[src/rtl/rfid_pkg.sv]
// Shared constants for the RFID tag controller: opcodes, field positions,
// state and reply encodings, and the command-field decode helpers.
package rfid_pkg;

    typedef enum logic [2:0] {
        ST_READY        = 3'd0,
        ST_ARBITRATE    = 3'd1,
        ST_REPLY        = 3'd2,
        ST_ACKNOWLEDGED = 3'd3,
        ST_OPEN         = 3'd4
    } tag_state_t;

    typedef enum logic [2:0] {
        TX_NONE   = 3'd0,
        TX_RN16   = 3'd1,
        TX_EPC    = 3'd2,
        TX_HANDLE = 3'd3,
        TX_ERROR  = 3'd4
    } tx_type_t;

    typedef enum logic [3:0] {
        CMD_NONE,
        CMD_QUERYREP,
        CMD_ACK,
        CMD_QUERY,
        CMD_QUERYADJ,
        CMD_REQRN,
        CMD_READ,
        CMD_WRITE,
        CMD_KILL
    } cmd_t;

    localparam int unsigned OP_SHORT_LEN = 2;
    localparam int unsigned OP_MID_LEN   = 4;
    localparam int unsigned OP_LONG_LEN  = 8;

    localparam logic [1:0] OP_QUERYREP = 2'b00;
    localparam logic [1:0] OP_ACK      = 2'b01;
    localparam logic [3:0] OP_QUERY    = 4'b1000;
    localparam logic [3:0] OP_QUERYADJ = 4'b1001;
    localparam logic [7:0] OP_REQRN    = 8'b1100_0001;
    localparam logic [7:0] OP_READ     = 8'b1100_0010;
    localparam logic [7:0] OP_WRITE    = 8'b1100_0011;
    localparam logic [7:0] OP_KILL     = 8'b1100_0100;

    localparam int unsigned QUERY_SESS_LSB = 116;
    localparam int unsigned QUERY_Q_LSB    = 111;
    localparam int unsigned QREP_SESS_LSB  = 124;
    localparam int unsigned QADJ_SESS_LSB  = 122;
    localparam int unsigned QADJ_UPDN_LSB  = 119;
    localparam int unsigned ACK_RN_LSB     = 110;
    localparam int unsigned REQRN_RN_LSB   = 104;

    localparam logic [2:0]  UPDN_INC   = 3'b110;
    localparam logic [2:0]  UPDN_DEC   = 3'b011;
    localparam logic [15:0] LFSR_SEED  = 16'hACE1;
    localparam logic [14:0] SLOT_PARK  = 15'h7FFF;

    typedef struct packed {
        cmd_t        cmd;
        logic [1:0]  session;
        logic [3:0]  q;
        logic [2:0]  updn;
        logic [15:0] rn;
    } cmd_fields_t;

    function automatic cmd_t decode_opcode(input logic [127:0] p);
        cmd_t c;
        c = CMD_NONE;
        if (p[127 -: OP_SHORT_LEN] == OP_QUERYREP)     c = CMD_QUERYREP;
        else if (p[127 -: OP_SHORT_LEN] == OP_ACK)     c = CMD_ACK;
        else if (p[127 -: OP_MID_LEN] == OP_QUERY)     c = CMD_QUERY;
        else if (p[127 -: OP_MID_LEN] == OP_QUERYADJ)  c = CMD_QUERYADJ;
        else if (p[127 -: OP_LONG_LEN] == OP_REQRN)    c = CMD_REQRN;
        else if (p[127 -: OP_LONG_LEN] == OP_READ)     c = CMD_READ;
        else if (p[127 -: OP_LONG_LEN] == OP_WRITE)    c = CMD_WRITE;
        else if (p[127 -: OP_LONG_LEN] == OP_KILL)     c = CMD_KILL;
        return c;
    endfunction

    // Session and RN live at different offsets per opcode; pick the right one here.
    function automatic cmd_fields_t extract_fields(input logic [127:0] p);
        cmd_fields_t f;
        f.cmd  = decode_opcode(p);
        f.q    = p[QUERY_Q_LSB +: 4];
        f.updn = p[QADJ_UPDN_LSB +: 3];
        case (f.cmd)
            CMD_QUERY:    f.session = p[QUERY_SESS_LSB +: 2];
            CMD_QUERYADJ: f.session = p[QADJ_SESS_LSB +: 2];
            default:      f.session = p[QREP_SESS_LSB +: 2];
        endcase
        f.rn = (f.cmd == CMD_REQRN) ? p[REQRN_RN_LSB +: 16] : p[ACK_RN_LSB +: 16];
        return f;
    endfunction

    function automatic logic [14:0] slot_mask(input logic [3:0] q);
        logic [15:0] m;
        m = (16'd1 << q) - 16'd1;
        return m[14:0];
    endfunction

endpackage

[src/rtl/rfid_lfsr16.sv]
// Free-running 16-bit Fibonacci LFSR (taps 16,14,13,11) used for slot,
// RN16 and handle draws.
module rfid_lfsr16
    import rfid_pkg::*;
(
    input  logic        UL_clock,
    input  logic        reset_n,
    output logic [15:0] lfsr
);

    logic feedback;

    assign feedback = lfsr[15] ^ lfsr[13] ^ lfsr[12] ^ lfsr[10];

    always_ff @(posedge UL_clock or negedge reset_n) begin
        if (!reset_n) lfsr <= LFSR_SEED;
        else          lfsr <= {lfsr[14:0], feedback};
    end

endmodule

[src/rtl/rfid_tag_ctrl.sv]
// Tag-side inventory/access FSM: registers decoded uplink commands, then
// updates tag state, slot counter and the backscatter reply request.
module rfid_tag_ctrl
    import rfid_pkg::*;
(
    input  logic         UL_clock,
    input  logic         reset_n,
    input  logic [127:0] packet,
    input  logic         packet_rdy,
    input  logic         tx_ready,
    output logic         tx_valid,
    output logic [2:0]   tx_type,
    output logic [15:0]  tx_data,
    output logic [2:0]   tag_state,
    output logic [14:0]  slot_cnt,
    output logic         cmd_drop
);

    logic [15:0] lfsr;
    logic        rdy_q;
    logic        strobe;
    logic        cmd_pend;
    logic        drop_pend;
    cmd_fields_t cmd_q;
    tag_state_t  state;
    tx_type_t    tx_kind;
    logic [3:0]  q_reg;
    logic [1:0]  session;
    logic [15:0] rn16;
    logic [15:0] handle;
    logic [3:0]  adj_q;
    logic [3:0]  draw_q;
    logic [14:0] draw_slot;
    logic        sess_match;

    rfid_lfsr16 u_lfsr (
        .UL_clock (UL_clock),
        .reset_n  (reset_n),
        .lfsr     (lfsr)
    );

    assign strobe     = packet_rdy && !rdy_q;
    assign sess_match = (cmd_q.session == session);
    assign tag_state  = state;
    assign tx_type    = tx_kind;

    always_comb begin
        adj_q = q_reg;
        if (cmd_q.updn == UPDN_INC && q_reg != 4'd15)
            adj_q = q_reg + 4'd1;
        else if (cmd_q.updn == UPDN_DEC && q_reg != 4'd0)
            adj_q = q_reg - 4'd1;
        draw_q    = (cmd_q.cmd == CMD_QUERY) ? cmd_q.q : adj_q;
        draw_slot = lfsr[14:0] & slot_mask(draw_q);
    end

    always_ff @(posedge UL_clock or negedge reset_n) begin
        if (!reset_n) begin
            rdy_q     <= 1'b0;
            cmd_pend  <= 1'b0;
            drop_pend <= 1'b0;
            cmd_q     <= '0;
            state     <= ST_READY;
            slot_cnt  <= '0;
            q_reg     <= '0;
            session   <= '0;
            rn16      <= '0;
            handle    <= '0;
            tx_valid  <= 1'b0;
            tx_kind   <= TX_NONE;
            tx_data   <= '0;
            cmd_drop  <= 1'b0;
        end else begin
            rdy_q     <= packet_rdy;
            cmd_pend  <= 1'b0;
            drop_pend <= 1'b0;
            cmd_drop  <= drop_pend;

            // A reply accepted on this same edge does not make the new command busy.
            if (strobe) begin
                cmd_q <= extract_fields(packet);
                if (tx_valid && !tx_ready) drop_pend <= 1'b1;
                else                       cmd_pend  <= 1'b1;
            end

            if (tx_valid && tx_ready) begin
                tx_valid <= 1'b0;
                tx_kind  <= TX_NONE;
                tx_data  <= '0;
            end

            if (cmd_pend) begin
                unique case (cmd_q.cmd)
                    CMD_QUERY, CMD_QUERYADJ: begin
                        if (cmd_q.cmd == CMD_QUERY || sess_match) begin
                            q_reg   <= draw_q;
                            session <= cmd_q.session;
                            if (draw_slot == '0) begin
                                state    <= ST_REPLY;
                                slot_cnt <= '0;
                                rn16     <= lfsr;
                                tx_valid <= 1'b1;
                                tx_kind  <= TX_RN16;
                                tx_data  <= lfsr;
                            end else begin
                                state    <= ST_ARBITRATE;
                                slot_cnt <= draw_slot;
                            end
                        end
                    end
                    CMD_QUERYREP: begin
                        if (sess_match) begin
                            unique case (state)
                                ST_ARBITRATE: begin
                                    if (slot_cnt <= 15'd1) begin
                                        state    <= ST_REPLY;
                                        slot_cnt <= '0;
                                        rn16     <= lfsr;
                                        tx_valid <= 1'b1;
                                        tx_kind  <= TX_RN16;
                                        tx_data  <= lfsr;
                                    end else begin
                                        slot_cnt <= slot_cnt - 15'd1;
                                    end
                                end
                                ST_REPLY: begin
                                    state    <= ST_ARBITRATE;
                                    slot_cnt <= SLOT_PARK;
                                end
                                ST_ACKNOWLEDGED, ST_OPEN: state <= ST_READY;
                                default: ;
                            endcase
                        end
                    end
                    CMD_ACK: begin
                        if (state == ST_REPLY) begin
                            if (cmd_q.rn == rn16) begin
                                state    <= ST_ACKNOWLEDGED;
                                tx_valid <= 1'b1;
                                tx_kind  <= TX_EPC;
                                tx_data  <= '0;
                            end else begin
                                // Parked at the top slot so ARBITRATE never sits at zero.
                                state    <= ST_ARBITRATE;
                                slot_cnt <= SLOT_PARK;
                            end
                        end
                    end
                    CMD_REQRN: begin
                        if (state == ST_ACKNOWLEDGED) begin
                            if (cmd_q.rn == rn16) begin
                                state    <= ST_OPEN;
                                handle   <= lfsr;
                                tx_valid <= 1'b1;
                                tx_kind  <= TX_HANDLE;
                                tx_data  <= lfsr;
                            end else begin
                                state    <= ST_ARBITRATE;
                                slot_cnt <= SLOT_PARK;
                            end
                        end else if (state == ST_OPEN && cmd_q.rn == handle) begin
                            rn16     <= lfsr;
                            tx_valid <= 1'b1;
                            tx_kind  <= TX_RN16;
                            tx_data  <= lfsr;
                        end
                    end
                    CMD_READ, CMD_WRITE, CMD_KILL: begin
                        if (state == ST_OPEN) begin
                            tx_valid <= 1'b1;
                            tx_kind  <= TX_ERROR;
                            tx_data  <= '0;
                        end
                    end
                    default: ;
                endcase
            end
        end
    end

endmodule

[config.mk]
export PLATFORM = sky130hd
export DESIGN_NAME = rfid_tag_ctrl
export DESIGN_NICKNAME = d
export VERILOG_FILES = /design/src/rtl/rfid_pkg.sv /design/src/rtl/rfid_lfsr16.sv /design/src/rtl/rfid_tag_ctrl.sv
export SDC_FILE = /design/constraint.sdc
export NUM_CORES = 1
export LEC_CHECK = 0
export CAP_MARGIN = 30
export CORE_MARGIN = 5
export CORE_UTILIZATION = 58
export DETAILED_ROUTE_END_ITERATION = 8
export DONT_BUFFER_PORTS = 1
export PLACE_DENSITY = 0.76
export SYNTH_ARGS = -nofsm -noshare
export SYNTH_HDL_FRONTEND = slang
export SYNTH_SLANG_ARGS = --single-unit
export TNS_END_PERCENT = 50
[constraint.sdc]
create_clock -name UL_clock -period 4.35 [get_ports UL_clock]
set_input_delay 1.305 -clock UL_clock [delete_from_list [all_inputs] [get_ports UL_clock]]
set_output_delay 1.305 -clock UL_clock [all_outputs]
set_load 0.005 [all_outputs]
Yosys cells after proc, flatten, opt, wreduce, memory -nomap -nowiden

Cells that the tools add are included.

Flip-flop bits (word level): 125
Latch bits: 0
RAM bits: 0
Memory bits (read-only): 0
Output and inout port bits: 39
Logic and storage cells: 177
Memories kept: 0

Add/subtract/negate cells: 4
Multiply operators: 0
Div/mod/pow operators: 0
Magnitude comparators: 1
Equality and inequality tests: 40
Shifts and indexed selects: 1
Multiplexer cells: 86
Bitwise gates (word level): 4
Reductions and logical operators: 22

Operators by type and width:

| operator                                                                | count |
|---|---|
| 16-bit 2-to-1 mux                                                       | 21 |
| 15-bit 2-to-1 mux                                                       | 7 |
| 16-bit one-hot mux with 5 select lines                                  | 1 |
| 15-bit one-hot mux with 4 select lines                                  | 1 |
| 3-bit 2-to-1 mux                                                        | 19 |
| 4-bit 2-to-1 mux                                                        | 12 |
| 16-bit one-hot mux with 3 select lines                                  | 1 |
| 16-bit == test                                                          | 2 |
| 8-bit == test (second input constant)                                   | 4 |
| 15-bit one-hot mux with 2 select lines                                  | 1 |
| 15-bit by 1-bit subtractor with 15-bit output (second input constant)   | 2 |
| 4-bit by 3-bit == test with 1-bit output (second input constant)        | 6 |
| 2-bit != test (second input constant)                                   | 9 |
| 1-bit 2-to-1 mux                                                        | 16 |
| 15-bit AND                                                              | 1 |
| 15-bit by 1-bit <= comparator with 1-bit output (second input constant) | 1 |
| 15-bit logical NOT                                                      | 1 |
| 3-bit one-hot mux with 5 select lines                                   | 1 |
| 1-bit by 4-bit left shift with 15-bit output (first input constant)     | 1 |
| 4-bit by 2-bit == test with 1-bit output (second input constant)        | 3 |
| 4-bit == test (second input constant)                                   | 3 |
| 3-bit one-hot mux with 4 select lines                                   | 1 |
| 3-bit by 2-bit == test with 1-bit output (second input constant)        | 3 |
| 3-bit one-hot mux with 3 select lines                                   | 1 |
| 27 further kinds                                                        | 40 |

Logic depth before layout (Yosys ltp)

Depth in word-level cells: 13
Mapped depth: 19

Modules after synthesis

From an unflattened synthesis, not the netlist that was laid out.

Cell total of the unflattened synthesis: 708
Area total of the unflattened synthesis: 6921.6 µm²

Modules (own cells, without submodules):

| module        | times used | cells each | area an instance (µm²) | seq. area each (µm²) |
|---|---|---|---|---|
| rfid_tag_ctrl | 1          | 689        | 6485.0                 | 2727.6 |
| rfid_lfsr16   | 1          | 19         | 436.7                  | 410.4 |

Worst setup path after synthesis

Ideal clock, no wire load.

Path kind: reg-to-reg
Start: reg q_reg[0]
End: reg rn16[10]
Library setup time: 0.125 ns
Data arrival time: 4.624 ns
Required time: 4.225 ns
Setup slack: -0.399 ns
Stages on the path, launching flop included: 20
Path buffers: 3
Period minus slack after synthesis: 4.749 ns
Path through: dfrtp_1 inv_1 ha_1 or3b_4 a32o_1 o21ai_1 a211oi_1 nand2_1 ha_1 clkbuf_1 inv_1 a32o_1 a22o_1 a41o_1 or4_1 buf_2 nor3_4 a21oi_4 buf_6 mux2_4

Word-level cells in the longest chain between the ends: 11
Elaborated cells on any way between the ends: 15
Those cells by class: add/sub (3); eq/ne (2); shift (1); mux (3); bitwise (1); reduce/logical (5)

Ends and longest elaborated chain:

| item                                                                                                | RTL line             | RTL |
|---|---|---|
| from (decl)                                                                                         | rfid_tag_ctrl.sv:27  | `logic [3:0] q_reg;` |
| from (signal assigned)                                                                              | rfid_tag_ctrl.sv:96  | `q_reg <= draw_q;` |
| parallel branches: the longest is 3 deep, another holds 4-bit by 1-bit subtractor with 4-bit output | --                   |  |
| 4-bit 2-to-1 mux *                                                                                  | rfid_tag_ctrl.sv:49  | `if (cmd_q.updn == UPDN_INC && q_reg != 4'd15)` |
| 4-bit 2-to-1 mux *                                                                                  | rfid_tag_ctrl.sv:53  | `draw_q = (cmd_q.cmd == CMD_QUERY) ? cmd_q.q : adj_q;` |
| 1-bit by 4-bit left shift with 15-bit output *                                                      | rfid_pkg.sv:98       | `m = (16'd1 << q) - 16'd1;` |
| 15-bit by 1-bit subtractor with 15-bit output *                                                     | rfid_pkg.sv:98       |  |
| 15-bit AND *                                                                                        | rfid_tag_ctrl.sv:54  | `draw_slot = lfsr[14:0] & slot_mask(draw_q);` |
| 15-bit logical NOT *                                                                                | rfid_tag_ctrl.sv:98  | `if (draw_slot == '0) begin` |
| 2-bit != test (no line) *                                                                           | --                   |  |
| 9-bit AND reduction (no line) *                                                                     | --                   |  |
| to (signal assigned)                                                                                | rfid_tag_ctrl.sv:101 | `rn16 <= lfsr;` |
| to (signal assigned)                                                                                | rfid_tag_ctrl.sv:118 | `rn16 <= lfsr;` |
| to (signal assigned)                                                                                | rfid_tag_ctrl.sv:162 | `rn16 <= lfsr;` |
| to (decl)                                                                                           | rfid_tag_ctrl.sv:29  | `logic [15:0] rn16;` |

Mark *: on every way between the ends.
A chain may end at the register's enable or synchronous reset.

Worst setup path after layout

Start: reg q_reg[0]
End: reg tx_kind[2], in the netlist tx_type[2]

Word-level cells in the longest chain between the ends: 13
Elaborated cells on any way between the ends: 17
Those cells by class: add/sub (3); eq/ne (1); shift (1); mux (7); bitwise (1); reduce/logical (4)

Ends and longest elaborated chain:

| item                                                                                                | RTL line             | RTL |
|---|---|---|
| parallel branches: the longest is 3 deep, another holds 4-bit by 1-bit subtractor with 4-bit output | --                   |  |
| 4-bit 2-to-1 mux *                                                                                  | rfid_tag_ctrl.sv:49  |  |
| 4-bit 2-to-1 mux *                                                                                  | rfid_tag_ctrl.sv:53  |  |
| 1-bit by 4-bit left shift with 15-bit output *                                                      | rfid_pkg.sv:98       |  |
| 15-bit by 1-bit subtractor with 15-bit output *                                                     | rfid_pkg.sv:98       |  |
| 15-bit AND *                                                                                        | rfid_tag_ctrl.sv:54  |  |
| 15-bit logical NOT *                                                                                | rfid_tag_ctrl.sv:98  |  |
| 3-bit 2-to-1 mux *                                                                                  | rfid_tag_ctrl.sv:98  |  |
| 3-bit 2-to-1 mux *                                                                                  | rfid_tag_ctrl.sv:95  | `if (cmd_q.cmd == CMD_QUERY \|\| sess_match) begin` |
| 3-bit one-hot mux with 5 select lines *                                                             | rfid_tag_ctrl.sv:93  | `unique case (cmd_q.cmd)` |
| 3-bit 2-to-1 mux *                                                                                  | rfid_tag_ctrl.sv:92  | `if (cmd_pend) begin` |
| to (signal assigned)                                                                                | rfid_tag_ctrl.sv:88  | `tx_kind <= TX_NONE;` |
| to (signal assigned)                                                                                | rfid_tag_ctrl.sv:103 | `tx_kind <= TX_RN16;` |
| to (signal assigned)                                                                                | rfid_tag_ctrl.sv:120 | `tx_kind <= TX_RN16;` |
| to (decl)                                                                                           | rfid_tag_ctrl.sv:26  | `tx_type_t tx_kind;` |

Marks and branches as above.

==> out/summary.txt <==
outcome: complete, no violations
Multi-input gate area: 3880 µm²
CTS tree: built
Main synth FF type: dfrtp_1
FF-to-FF End: tx_type[2]
peak supply drop: 0.319 mV
Place WS: -22.3 ps
Max-cap violations: 0
initial antenna violation count: 1
final net count: 903
detailed-placement wirelength estimate: 14500 µm
reg2reg setup slack: 160 ps
largest net degree at the start of global routing: 126
die area: 14800 µm²
number of global-route vias before repair: 6094
DR vias/cell: 6.46
TritonCTS Buffers: 17
max reg flops: 29
period utilization: 0.964
Yosys top cell area share: 0.406
number of synthesized flops with an enable pin: 0
element type at the critical path start: register
final setup skew: 11.9 ps
#FFs+latches synth: 125
Post-DRT Antenna Nets: 0
io pins: 171
clk buf depth: 2
gr ovfl total: 0
pwr dens: 526 nW/µm²
Fin Hold WS: 362 ps
routed vias: 6121
Synth area leader: dfrtp_1
DRC: 0
CTS Hold Bufs: 0
H-tree level count: 4
crit-path max FO: 7
Worst Path Required: 4640 ps
Detailed Routing Iterations Pass 1: 4
Critical Path Start: q_reg[0]
Tightest Pin Transition: 879 ps
Clock Tree Root: clkbuf_16
RSZ-0062 raised after global routing: false
Port Buffers: 0
syn avg cell area: 9.60 µm²
Final Worst Setup Slack: 157 ps
register area: 3140 µm²
Syn-to-layout area delta: 13.3%
first-pass GRT wire length: 31900 µm
Hold Path End: cmd_drop
Finish-stage setup viols: 0
Ys Warns: 0
critical path type: reg -> reg
Slew Limit Fails: 0
share of cells above drive strength 1: 0.175
Syn Nets: 888
dominant cells by area after synthesis: dfrtp_1 (41%), mux2_2 (5.0%), nand2_1 (3.7%)
drt total wl: 20000 µm
CP arrival: 4480 ps
core area: 12100 µm²
Placer Congestion: 0.912
Netlist cell types: 74
number of fill cells: 957
post-CTS setup buffer count: 0
fmax: 0.239 GHz
Slew HR: 0.414
Worst-Skew Late Latency: 430 ps
ys async rst share: 1.00
clk sinks: 125
Initial Utilization: 0.595
worst reg2reg path depth: 17
Setup crit end kind: register
Hold WC Path Type: reg -> reg
RR Startpoint: q_reg[0]
per-cell routed wire length: 21.1 µm
total track usage: 0.277
Chip Width: 122 µm
Syn Std Cell Area: 7210 µm²
Leak: 3.62 nW
Iter 0 DRT Violations: 556
start point of the worst hold path: drop_pend
Die Height: 122 µm
register area share after synthesis: 0.435
Top reg by flops: cmd_q
Syn Inst Count: 751
Hold Fails Final Rpt: 0
hold-critical path depth: 0
Antenna diodes: 0
clock transition at the registers of the reported paths: 60 ps
Resize count post-CTS: 3
Rows: 40
fin crit period: 4190 ps
==> worst max-delay path by stage <==
stage | end | cells after the start
floorplan | rn16[10] | 18
global placement | rn16[0] | 16
detailed placement | tx_data[4] | 16
CTS | rn16[3] | 16
global route | tx_type[2] | 16
finish | tx_type[2] | 17
==> metal layers <==
layer | track usage | part of all wire
met1 | 0.366 | 0.43
met2 | 0.441 | 0.47
met3 | 0.0606 | 0.068
met4 | 0.123 | 0.034
met5 | 0 | 0.00065
==> cell usage in the layout (no fill, tap or decap), drive strengths merged, types with 15 or more instances in the layout <==
cell and instances:
nor2 57, nand3 15, a31oi 16, nand2 71, xor2 23, dfrtp 117, buf 35, inv 23
xnor2 27, o21ai 53, mux2 42, nor3 16, a21oi 42, clkbuf 18
==> cell type report <==
cell class | instances | area share
multi-input combinational | 569 | 0.475
sequential | 125 | 0.384
clock buffer | 18 | 0.0525
timing repair buffer | 35 | 0.0349
tap | 168 | 0.0257
clock inverter | 14 | 0.0195
inverter | 18 | 0.00827
==> synth_stat cells (4+ instances only) <==
cell      count
o22ai_1       4
a21boi_0      4
nor3_1       14
a31oi_1      16
mux2_4       10
xnor2_1      27
a211o_1       5
o21a_1       14
nor3b_1       5
o21ai_0      51
nor2b_1       9
a21o_1        6
o31ai_1       5
ha_1          5
a211oi_1      5
nand2_1      71
a221oi_1      4
dfstp_2       8
inv_1        17
mux2i_1      11
nand2b_1     11
mux2_2       32
dfrtp_1     117
clkbuf_1     28
o211ai_1      6
a32oi_1       7
a21oi_1      41
o221ai_1      4
xor2_1       23
and2_1       14
nor2_1       57
nand3_1      15
buf_2         8
nor4_1       12
and3_1        6
nand4_1       8
a32o_1       11
==> report_power, final <==
| group | switching [mW] | internal, mW | leakage (nW) |
|---|---|---|---|
| Sequential | 0.244 | 1.32 | 1.61 |
| Clock | 0.563 | 0.855 | 0.288 |
| Combinational | 0.731 | 0.585 | 1.72 |
==> cell families after synthesis <==
group / share of synthesized area
fa+ha+maj: 0.00867
xor+xnor: 0.0607
flops: 0.435
mux: 0.0861
simple gates: 0.172
buf+inv: 0.0331
compound gates: 0.204
==> worst max-delay path, stage by stage (launching register included) <==
cell,delay (ps)
dfrtp_1,400
inv_2,80
ha_1,150
or3b_4,420
a32o_1,310
o21ai_2,240
nand2_1,100
nand3_1,100
ha_2,230
inv_2,70
a32o_1,220
a22o_1,180
a41o_1,280
or4_4,480
nor3_2,250
buf_4,210
o21a_1,210
a31oi_1,100
==> stage by stage <==
step	total power, mW	utilization	setup TNS, ps	cells	instance area [µm²]
3_3_place_gp	2.81	0.623	0	913	7550
3_5_place_dp	2.86	0.624	-170	915	7560
4_1_cts	4.28	0.674	0	947	8160
5_1_grt	4.51	0.674	0	947	8170
6_report	4.30	0.674	0	947	8170
2_1_floorplan	2.44	-	0	751	7250
(Power assumes the default switching activity.)
